### src/rtl/sokoban_move_ctrl_if.sv
`default_nettype none
// ============================================================================
// Module   : sokoban_move_ctrl_if
// Brief    : Command and map-RAM bus between a move requester and the
//            sokoban move controller.
// Revision : 1.0 - initial release
// ============================================================================
interface sokoban_move_ctrl_if #(
    parameter int CELL_W = 2
);
    logic              cmd_valid;
    logic [1:0]        cmd_dir;
    logic              cmd_ready;
    logic [5:0]        map_raddr;
    logic              map_re;
    logic [CELL_W-1:0] map_rdata;
    logic              map_we;
    logic [5:0]        map_waddr;
    logic [CELL_W-1:0] map_wdata;
    logic [5:0]        man;
    logic              done;
    logic [1:0]        result;

    // Requester / map RAM side
    modport master (
        output cmd_valid, cmd_dir, map_rdata,
        input  cmd_ready, map_raddr, map_re, map_we, map_waddr, map_wdata,
               man, done, result
    );

    // Controller side
    modport slave (
        input  cmd_valid, cmd_dir, map_rdata,
        output cmd_ready, map_raddr, map_re, map_we, map_waddr, map_wdata,
               man, done, result
    );
endinterface
`default_nettype wire

### src/rtl/sokoban_move_ctrl.sv
`default_nettype none
// ============================================================================
// Module   : sokoban_move_ctrl
// Brief    : Sequences one player move per command on an 8x8 board: reads the
//            target (and beyond-box) cells, decides move/push/blocked, writes
//            back the box relocation and owns the man position.
//            Optional macro MOVE_COUNT_EN adds a saturating move_cnt output.
// Revision : 1.0 - initial release
// ============================================================================
module sokoban_move_ctrl #(
    parameter logic [5:0] START_POS = 6'd9,
    parameter int         CELL_W    = 2
) (
    input  wire logic            clk,
    input  wire logic            rst_n,
    sokoban_move_ctrl_if.slave   bus
`ifdef MOVE_COUNT_EN
    ,
    output logic [9:0]           move_cnt
`endif
);

    localparam logic [3:0] c_S_IDLE   = 4'd0;
    localparam logic [3:0] c_S_RD1    = 4'd1;
    localparam logic [3:0] c_S_W1     = 4'd2;
    localparam logic [3:0] c_S_RD2    = 4'd3;
    localparam logic [3:0] c_S_W2     = 4'd4;
    localparam logic [3:0] c_S_WR_BOX = 4'd5;
    localparam logic [3:0] c_S_WR_CLR = 4'd6;
    localparam logic [3:0] c_S_COMMIT = 4'd7;
    localparam logic [3:0] c_S_FINISH = 4'd8;

    localparam logic [CELL_W-1:0] c_CELL_FLOOR = CELL_W'(0);
    localparam logic [CELL_W-1:0] c_CELL_BOX   = CELL_W'(2);

    localparam logic [1:0] c_RES_MOVED   = 2'd0;
    localparam logic [1:0] c_RES_PUSHED  = 2'd1;
    localparam logic [1:0] c_RES_BLOCKED = 2'd2;

    logic [3:0]        r_state;
    logic [1:0]        r_dir;
    logic [5:0]        r_t;
    logic [5:0]        r_man;
    logic [5:0]        r_map_raddr;
    logic              r_map_re;
    logic              r_map_we;
    logic [5:0]        r_map_waddr;
    logic [CELL_W-1:0] r_map_wdata;
    logic              r_done;
    logic [1:0]        r_result;

    logic [6:0]        w_nb_man;
    logic [6:0]        w_nb_t;

    // Returns {valid, row, col}; rows and cols step independently so an edge
    // crossing is flagged instead of wrapping into the neighbouring field.
    function automatic logic [6:0] f_nb(input logic [5:0] p, input logic [1:0] d);
        logic [2:0] row;
        logic [2:0] col;
        logic       ok;
        row = p[5:3];
        col = p[2:0];
        ok  = 1'b1;
        case (d)
            2'd0: if (row == 3'd0) ok = 1'b0; else row = row - 3'd1;
            2'd1: if (row == 3'd7) ok = 1'b0; else row = row + 3'd1;
            2'd2: if (col == 3'd0) ok = 1'b0; else col = col - 3'd1;
            default: if (col == 3'd7) ok = 1'b0; else col = col + 3'd1;
        endcase
        return {ok, row, col};
    endfunction

    assign w_nb_man = f_nb(r_man, bus.cmd_dir);
    assign w_nb_t   = f_nb(r_t, r_dir);

    always_ff @(posedge clk) begin
        if (!rst_n) begin
            r_state     <= c_S_IDLE;
            r_dir       <= 2'd0;
            r_t         <= 6'd0;
            r_man       <= START_POS;
            r_map_raddr <= 6'd0;
            r_map_re    <= 1'b0;
            r_map_we    <= 1'b0;
            r_map_waddr <= 6'd0;
            r_map_wdata <= c_CELL_FLOOR;
            r_done      <= 1'b0;
            r_result    <= c_RES_MOVED;
        end else begin
            // Strobes are set only on the transition into their state.
            r_map_re <= 1'b0;
            r_map_we <= 1'b0;
            r_done   <= 1'b0;
            case (r_state)
                c_S_IDLE: begin
                    if (bus.cmd_valid) begin
                        r_dir <= bus.cmd_dir;
                        r_t   <= w_nb_man[5:0];
                        if (!w_nb_man[6]) begin
                            r_result <= c_RES_BLOCKED;
                            r_done   <= 1'b1;
                            r_state  <= c_S_FINISH;
                        end else begin
                            r_map_re    <= 1'b1;
                            r_map_raddr <= w_nb_man[5:0];
                            r_state     <= c_S_RD1;
                        end
                    end
                end
                c_S_RD1: r_state <= c_S_W1;
                c_S_W1: begin
                    if (bus.map_rdata == c_CELL_FLOOR) begin
                        r_result <= c_RES_MOVED;
                        r_state  <= c_S_COMMIT;
                    end else if (bus.map_rdata == c_CELL_BOX && w_nb_t[6]) begin
                        r_map_re    <= 1'b1;
                        r_map_raddr <= w_nb_t[5:0];
                        r_state     <= c_S_RD2;
                    end else begin
                        r_result <= c_RES_BLOCKED;
                        r_done   <= 1'b1;
                        r_state  <= c_S_FINISH;
                    end
                end
                c_S_RD2: r_state <= c_S_W2;
                c_S_W2: begin
                    if (bus.map_rdata == c_CELL_FLOOR) begin
                        r_map_we    <= 1'b1;
                        r_map_waddr <= r_map_raddr;
                        r_map_wdata <= c_CELL_BOX;
                        r_state     <= c_S_WR_BOX;
                    end else begin
                        r_result <= c_RES_BLOCKED;
                        r_done   <= 1'b1;
                        r_state  <= c_S_FINISH;
                    end
                end
                c_S_WR_BOX: begin
                    r_map_we    <= 1'b1;
                    r_map_waddr <= r_t;
                    r_map_wdata <= c_CELL_FLOOR;
                    r_state     <= c_S_WR_CLR;
                end
                c_S_WR_CLR: begin
                    r_result <= c_RES_PUSHED;
                    r_state  <= c_S_COMMIT;
                end
                c_S_COMMIT: begin
                    r_man   <= r_t;
                    r_done  <= 1'b1;
                    r_state <= c_S_FINISH;
                end
                c_S_FINISH: r_state <= c_S_IDLE;
                default:    r_state <= c_S_IDLE;
            endcase
        end
    end

`ifdef MOVE_COUNT_EN
    logic [9:0] r_move_cnt;

    always_ff @(posedge clk) begin
        if (!rst_n) begin
            r_move_cnt <= 10'd0;
        end else if (r_state == c_S_COMMIT && r_move_cnt != 10'd1023) begin
            r_move_cnt <= r_move_cnt + 10'd1;
        end
    end

    assign move_cnt = r_move_cnt;
`endif

    assign bus.cmd_ready = (r_state == c_S_IDLE);
    assign bus.map_raddr = r_map_raddr;
    assign bus.map_re    = r_map_re;
    assign bus.map_we    = r_map_we;
    assign bus.map_waddr = r_map_waddr;
    assign bus.map_wdata = r_map_wdata;
    assign bus.man       = r_man;
    assign bus.done      = r_done;
    assign bus.result    = r_result;

endmodule
`default_nettype wire

### src/flat_wrapper.sv
// flat-port wrapper written by rule: the top's interface ports become plain ports
module sokoban_move_ctrl_flat 
#(
    parameter logic [5:0] START_POS = 6'd9,
    parameter int         CELL_W    = 2
)
  (clk, rst_n, bus_cmd_valid, bus_cmd_dir, bus_map_rdata, bus_cmd_ready, bus_map_raddr, bus_map_re, bus_map_we, bus_map_waddr, bus_map_wdata, bus_man, bus_done, bus_result);
  sokoban_move_ctrl_if #(.CELL_W(CELL_W)) bus_i ();
  input  wire logic clk;
  input  wire logic rst_n;
  input wire logic [$bits(bus_i.cmd_valid)-1:0] bus_cmd_valid;
  input wire logic [$bits(bus_i.cmd_dir)-1:0] bus_cmd_dir;
  input wire logic [$bits(bus_i.map_rdata)-1:0] bus_map_rdata;
  output wire logic [$bits(bus_i.cmd_ready)-1:0] bus_cmd_ready;
  output wire logic [$bits(bus_i.map_raddr)-1:0] bus_map_raddr;
  output wire logic [$bits(bus_i.map_re)-1:0] bus_map_re;
  output wire logic [$bits(bus_i.map_we)-1:0] bus_map_we;
  output wire logic [$bits(bus_i.map_waddr)-1:0] bus_map_waddr;
  output wire logic [$bits(bus_i.map_wdata)-1:0] bus_map_wdata;
  output wire logic [$bits(bus_i.man)-1:0] bus_man;
  output wire logic [$bits(bus_i.done)-1:0] bus_done;
  output wire logic [$bits(bus_i.result)-1:0] bus_result;
  assign bus_i.cmd_valid = bus_cmd_valid;
  assign bus_i.cmd_dir = bus_cmd_dir;
  assign bus_i.map_rdata = bus_map_rdata;
  assign bus_cmd_ready = bus_i.cmd_ready;
  assign bus_map_raddr = bus_i.map_raddr;
  assign bus_map_re = bus_i.map_re;
  assign bus_map_we = bus_i.map_we;
  assign bus_map_waddr = bus_i.map_waddr;
  assign bus_map_wdata = bus_i.map_wdata;
  assign bus_man = bus_i.man;
  assign bus_done = bus_i.done;
  assign bus_result = bus_i.result;
  sokoban_move_ctrl #(.START_POS(START_POS), .CELL_W(CELL_W)) u_core (.clk(clk), .rst_n(rst_n), .bus(bus_i));
endmodule
### config.mk
export PLATFORM = sky130hd
export DESIGN_NAME = sokoban_move_ctrl_flat
export DESIGN_NICKNAME = d
export VERILOG_FILES = /design/src/rtl/sokoban_move_ctrl_if.sv /design/src/rtl/sokoban_move_ctrl.sv /design/src/flat_wrapper.sv
export SDC_FILE = /design/constraint.sdc
export NUM_CORES = 1
export LEC_CHECK = 0
export ABC_AREA = 1
export BUFFER_PORTS_ARGS = -buffer_cell sky130_fd_sc_hd__buf_2
export CORE_MARGIN = 1.5
export CORE_UTILIZATION = 40
export CTS_CLUSTER_SIZE = 28
export DETAILED_ROUTE_END_ITERATION = 10
export GPL_TIMING_DRIVEN = 1
export PLACE_DENSITY = 0.62
export SLEW_MARGIN = 0
export SYNTH_ARGS = -nofsm -noshare
export SYNTH_HDL_FRONTEND = slang
export SYNTH_SLANG_ARGS = --single-unit
export TNS_END_PERCENT = 50
### constraint.sdc
create_clock -name clk -period 1.8 [get_ports clk]
set_input_delay 0.36 -clock clk [delete_from_list [all_inputs] [get_ports clk]]
set_output_delay 0.36 -clock clk [all_outputs]
set_load 0.01 [all_outputs]
==> impl.org <==
** Power
- Registers are responsible for 45.3% of the overall power.
- IR analysis of the VDD net gives a maximum drop of 0.352 mV.
- Relative contribution of the clock network to total power :: 30.0%
- Comb pwr share :: 24.8%
- Pleak :: 1.17 nW
- Internal power comes to 1.39 mW.
- Share of total power consumed by net switching :: 32.5%
- For this design the total switching power over the nets is 668 uW.
- Power Density :: 848 nW/um^2

** Synth
- In the post-synthesis netlist, the biggest area contributors are dfxtp_1 (35%), nand2_1 (9.8%), ha_1 (7.3%).
- Yosys mapped a number of flops with a built-in enable equal to 0.
- Leading post-synthesis cells by instance count :: nand2_1 (54), dfxtp_1 (36), inv_1 (30), nor2_1 (30), o21ai_0 (20)
- Synth warn :: 0
- Post-synthesis average cell area :: 6.96 um^2
- Cell area after synthesis :: 2070 um^2
- The synthesized design spends more area on one cell type than any other, namely dfxtp_1.
- Synthesized net count :: 316
- Sequential fraction of the synthesis area :: 34.8%
- Synthesized instance count :: 297
- Predominant post-synthesis flop cell :: dfxtp_1
- Distinct cells, synth :: 34
- Counting flops with an async set or reset pin after synthesis yields a share of 0%.
- Proportion of netlist area held by the largest area contributor :: 34.8%
- Synthesis inferred 36 register bits.
- Most repeated cell in the gate-level netlist after synthesis :: nand2_1

** Flow run
- Max-cap violations in this run came to 0.

** Floorplan
- The total area inside the core boundary comes to 4850 um^2.
- The die is 74.9 um wide.
- Floorplan die area :: 5610 um^2
- Vertical extent of the die :: 74.9 um
- The floorplan has 25 rows.
- For this design the top-level I/O count stands at 33.
- For this configuration, the core starts out at a cell density of 42.7%.

** STA
- Setup repair after global routing left no endpoint under its margin.
- Setup violations remaining at the end of the flow were counted as 0.
- Total negative slack for setup checks :: 0 ns
- Clock Skews :: 0.00455 ns
- Static timing analysis puts the maximum clock frequency at 607 MHz.
- The clock period could shrink to 1.65 ns.
- Share of the clock period used by the worst path :: 91.5%
- Final Hold Viols :: 0
- Final Max Tran Viols :: 0

** Critical path
- Slowest stage delay, CP :: 0.42 ns
- Counting stages on the worst path, the most repeated cell is nand2_1.
- The worst setup path is launched from a flop.
- Data on the critical path arrives at its endpoint at 1.83 ns.
- Among all stages on the critical path, the largest delay is contributed by dfxtp_1.
- Cells along the critical path :: inv_1 > ha_1 > nand2_1 > nand2_1 > nand4_1 > nand2_1 > nand2_4 > inv_2 > nor2_1 > nor2_1
- Endpoint kind of the worst setup timing path :: flop
- Along the worst path, the maximum fanout reaches 9.
- Critical path class :: reg2reg
- At the worst endpoint, the required time is 1.99 ns.

** Global route
- The first global-routing pass estimated 8.09 mm of wire.
- Global routing used 19.0% of the available tracks.
- The initial antenna violation count is 0.
- Entering global routing, the biggest net connects 14 pins.
- Via count of the first global-routing pass :: 1,764
- Remaining global-route overflow :: 0

** Clock tree
- Total of hold buffers inserted after clock tree synthesis :: 0
- TritonCTS built the clock tree.
- The H-tree generated during clock tree synthesis spans 2 levels.
- Maximum number of buffers from clock root to sink :: 2
- Clock insertion delay at the later pin of the skew report :: 0.29 ns
- Clock-pin slew reported for the worst setup and hold paths after clock tree synthesis :: 0.07 ns
- Number of buffers inserted during clock tree synthesis :: 5
- CTS saw 36 sinks.
- The root buffer cell chosen for the clock tree is clkbuf_8.

** Final layout
- Ant. Diodes :: 0
- The post-route netlist has 22.2% of its cells at a drive strength greater than 1.
- Count of fill cells added during filler insertion :: 516
- Syn-to-layout area delta :: 17.3%
- Final #Nets :: 353
- Layout Utilization :: 50.0%

** Routing
- Number of DRC markers in iteration 0 :: 162
- The final route contains 2,008 vias.
- Number of detailed-routing iterations run before antenna repair :: 4
- Vias per inst :: 5.01
- Post-detailed-routing wire length :: 4.93 mm
- After detailed routing, the average wire length per cell comes to 12.3 um.
- The detail route stage leaves a number of antenna-violating nets equal to 0.
- After detailed routing, the number of remaining DRC violations is 0.

** Run status
- Result of the run :: finished, final reports clean

** Placement
- Count of port buffers added during placement :: 31
- Weighted congestion reported at the end of routability-driven placement :: 0.886
- HPWL reported at the end of detailed placement :: 3.75 mm

** Min path
- In this run the worst hold path is classified as in2reg.
==> power groups by stage <==
stage	combinational [mW]	sequential, mW	clock, mW
after floorplan	0.353	0.940	0
after global placement	0.491	0.945	0
after detailed placement	0.492	0.944	0
after CTS	0.495	0.926	0.638
after global routing	0.580	0.939	0.669
final	0.510	0.931	0.616
==> area by class of cell <==
cell class | count | area (um^2) | area share (%)
inverters | 42 | 159 | 6.55
clock buffers | 7 | 96.3 | 3.97
multi-input cells | 213 | 1160 | 48.0
well taps | 67 | 83.8 | 3.46
flip-flops and latches | 36 | 731 | 30.1
repair buffers | 36 | 193 | 7.94
==> path summary, 6_finish.rpt <==
| check | startpoint | endpoint | slack [ns] | cells past startpoint |
|---|---|---|---|---|
| max reg2reg | u_core.bus.man[1] | u_core.bus.map_raddr[5] | 0.15 | 10 |
| min | bus_cmd_dir[0] | u_core.r_dir[0] | 0.41 | 3 |
| min reg2reg | u_core.bus.map_wdata[1] | u_core.bus.map_wdata[1] | 0.46 | 2 |
| max | u_core.bus.man[1] | u_core.bus.map_raddr[5] | 0.15 | 10 |
==> routing by layer <==
| metal | vias to the layer above | part of all wire [%] | GRT usage, % | wire, um |
|---|---|---|---|---|
| met3 | 4 | 4.9 | 4.82 | 242 |
| met2 | 60 | 43 | 29.7 | 2110 |
| met5 | - | 0 | 0 | 0 |
| li1 | 1052 | - | - | - |
| met4 | 0 | 1.3 | 6.06 | 63 |
| met1 | 892 | 51 | 25.8 | 2510 |
==> state kept, by name, summed over array words and instances (netlist names), 2 cells and up <==
| register | cells |
|---|---|
| u_core.bus.man | 6 |
| u_core.bus.map_raddr | 6 |
| u_core.bus.map_waddr | 6 |
| u_core.bus.result | 2 |
| u_core.r_dir | 2 |
| u_core.r_state | 4 |
| u_core.r_t | 6 |
==> timing repair <==
| action | 4_1_cts | 5_1_grt |
|---|---|---|
| setup endpoints to repair | 0 | 12 |
| hold endpoints to repair | 0 | 0 |
| setup buffers | 0 | 1 |
| resized for setup | 0 | 8 |
==> placed cells by master (no fill, tap or decap), types with 2 or more instances in the layout <==
cell type   n
clkbuf_8    7
nand3_1    19
nand2_1    53
a21oi_1    19
o21ai_0    20
xnor2_1     2
buf_2      31
nor2_4      2
dfxtp_1    32
o211ai_1    6
dfxtp_4     2
inv_2      10
xor2_1      4
nor2_2      3
nand2_2     5
a31oi_1     7
nand4_1     2
ha_1       12
nor2_1     30
nand3_2     2
o21ai_1    16
dfxtp_2     2
inv_1      30
buf_4       5
==> stage by stage <==
step / cells / cell area (um^2) / total power, mW / hold slack (ns) / setup slack (ns)
2_1_floorplan: 297 / 2070 / 1.29 / 0.486 / 0.312
3_3_place_gp: 393 / 2300 / 1.44 / 0.454 / 0.0738
3_5_place_dp: 393 / 2300 / 1.44 / 0.451 / 0.0646
4_1_cts: 400 / 2400 / 2.06 / 0.397 / 0.0411
5_1_grt: 401 / 2430 / 2.19 / 0.410 / 0.00200
6_report: 401 / 2430 / 2.06 / 0.409 / 0.153
==> kinds of logic (layout without fill, tap and decap cells) <==
kind of cell	Yosys count	after routing	share of synthesized area, %
xor gates and xnor gates	6	6	2.54
AOI/OAI and AO/OA	73	73	19.5
adders and majority gates	12	12	7.26
other	1	1	0.181
buffers and inverters	48	85	9.26
muxes	1	1	0.484
DFF	36	36	34.8
and+or+nand+nor	120	120	26.0
==> critical path: cells and delay by family, from the launching register on <==
kind	cells	cell delay, ns
flops	1	0.42
simple gates	7	0.77
fa+ha+maj	1	0.18
buf+inv	2	0.16
No activity file was read; power rests on OpenSTA's default activity.
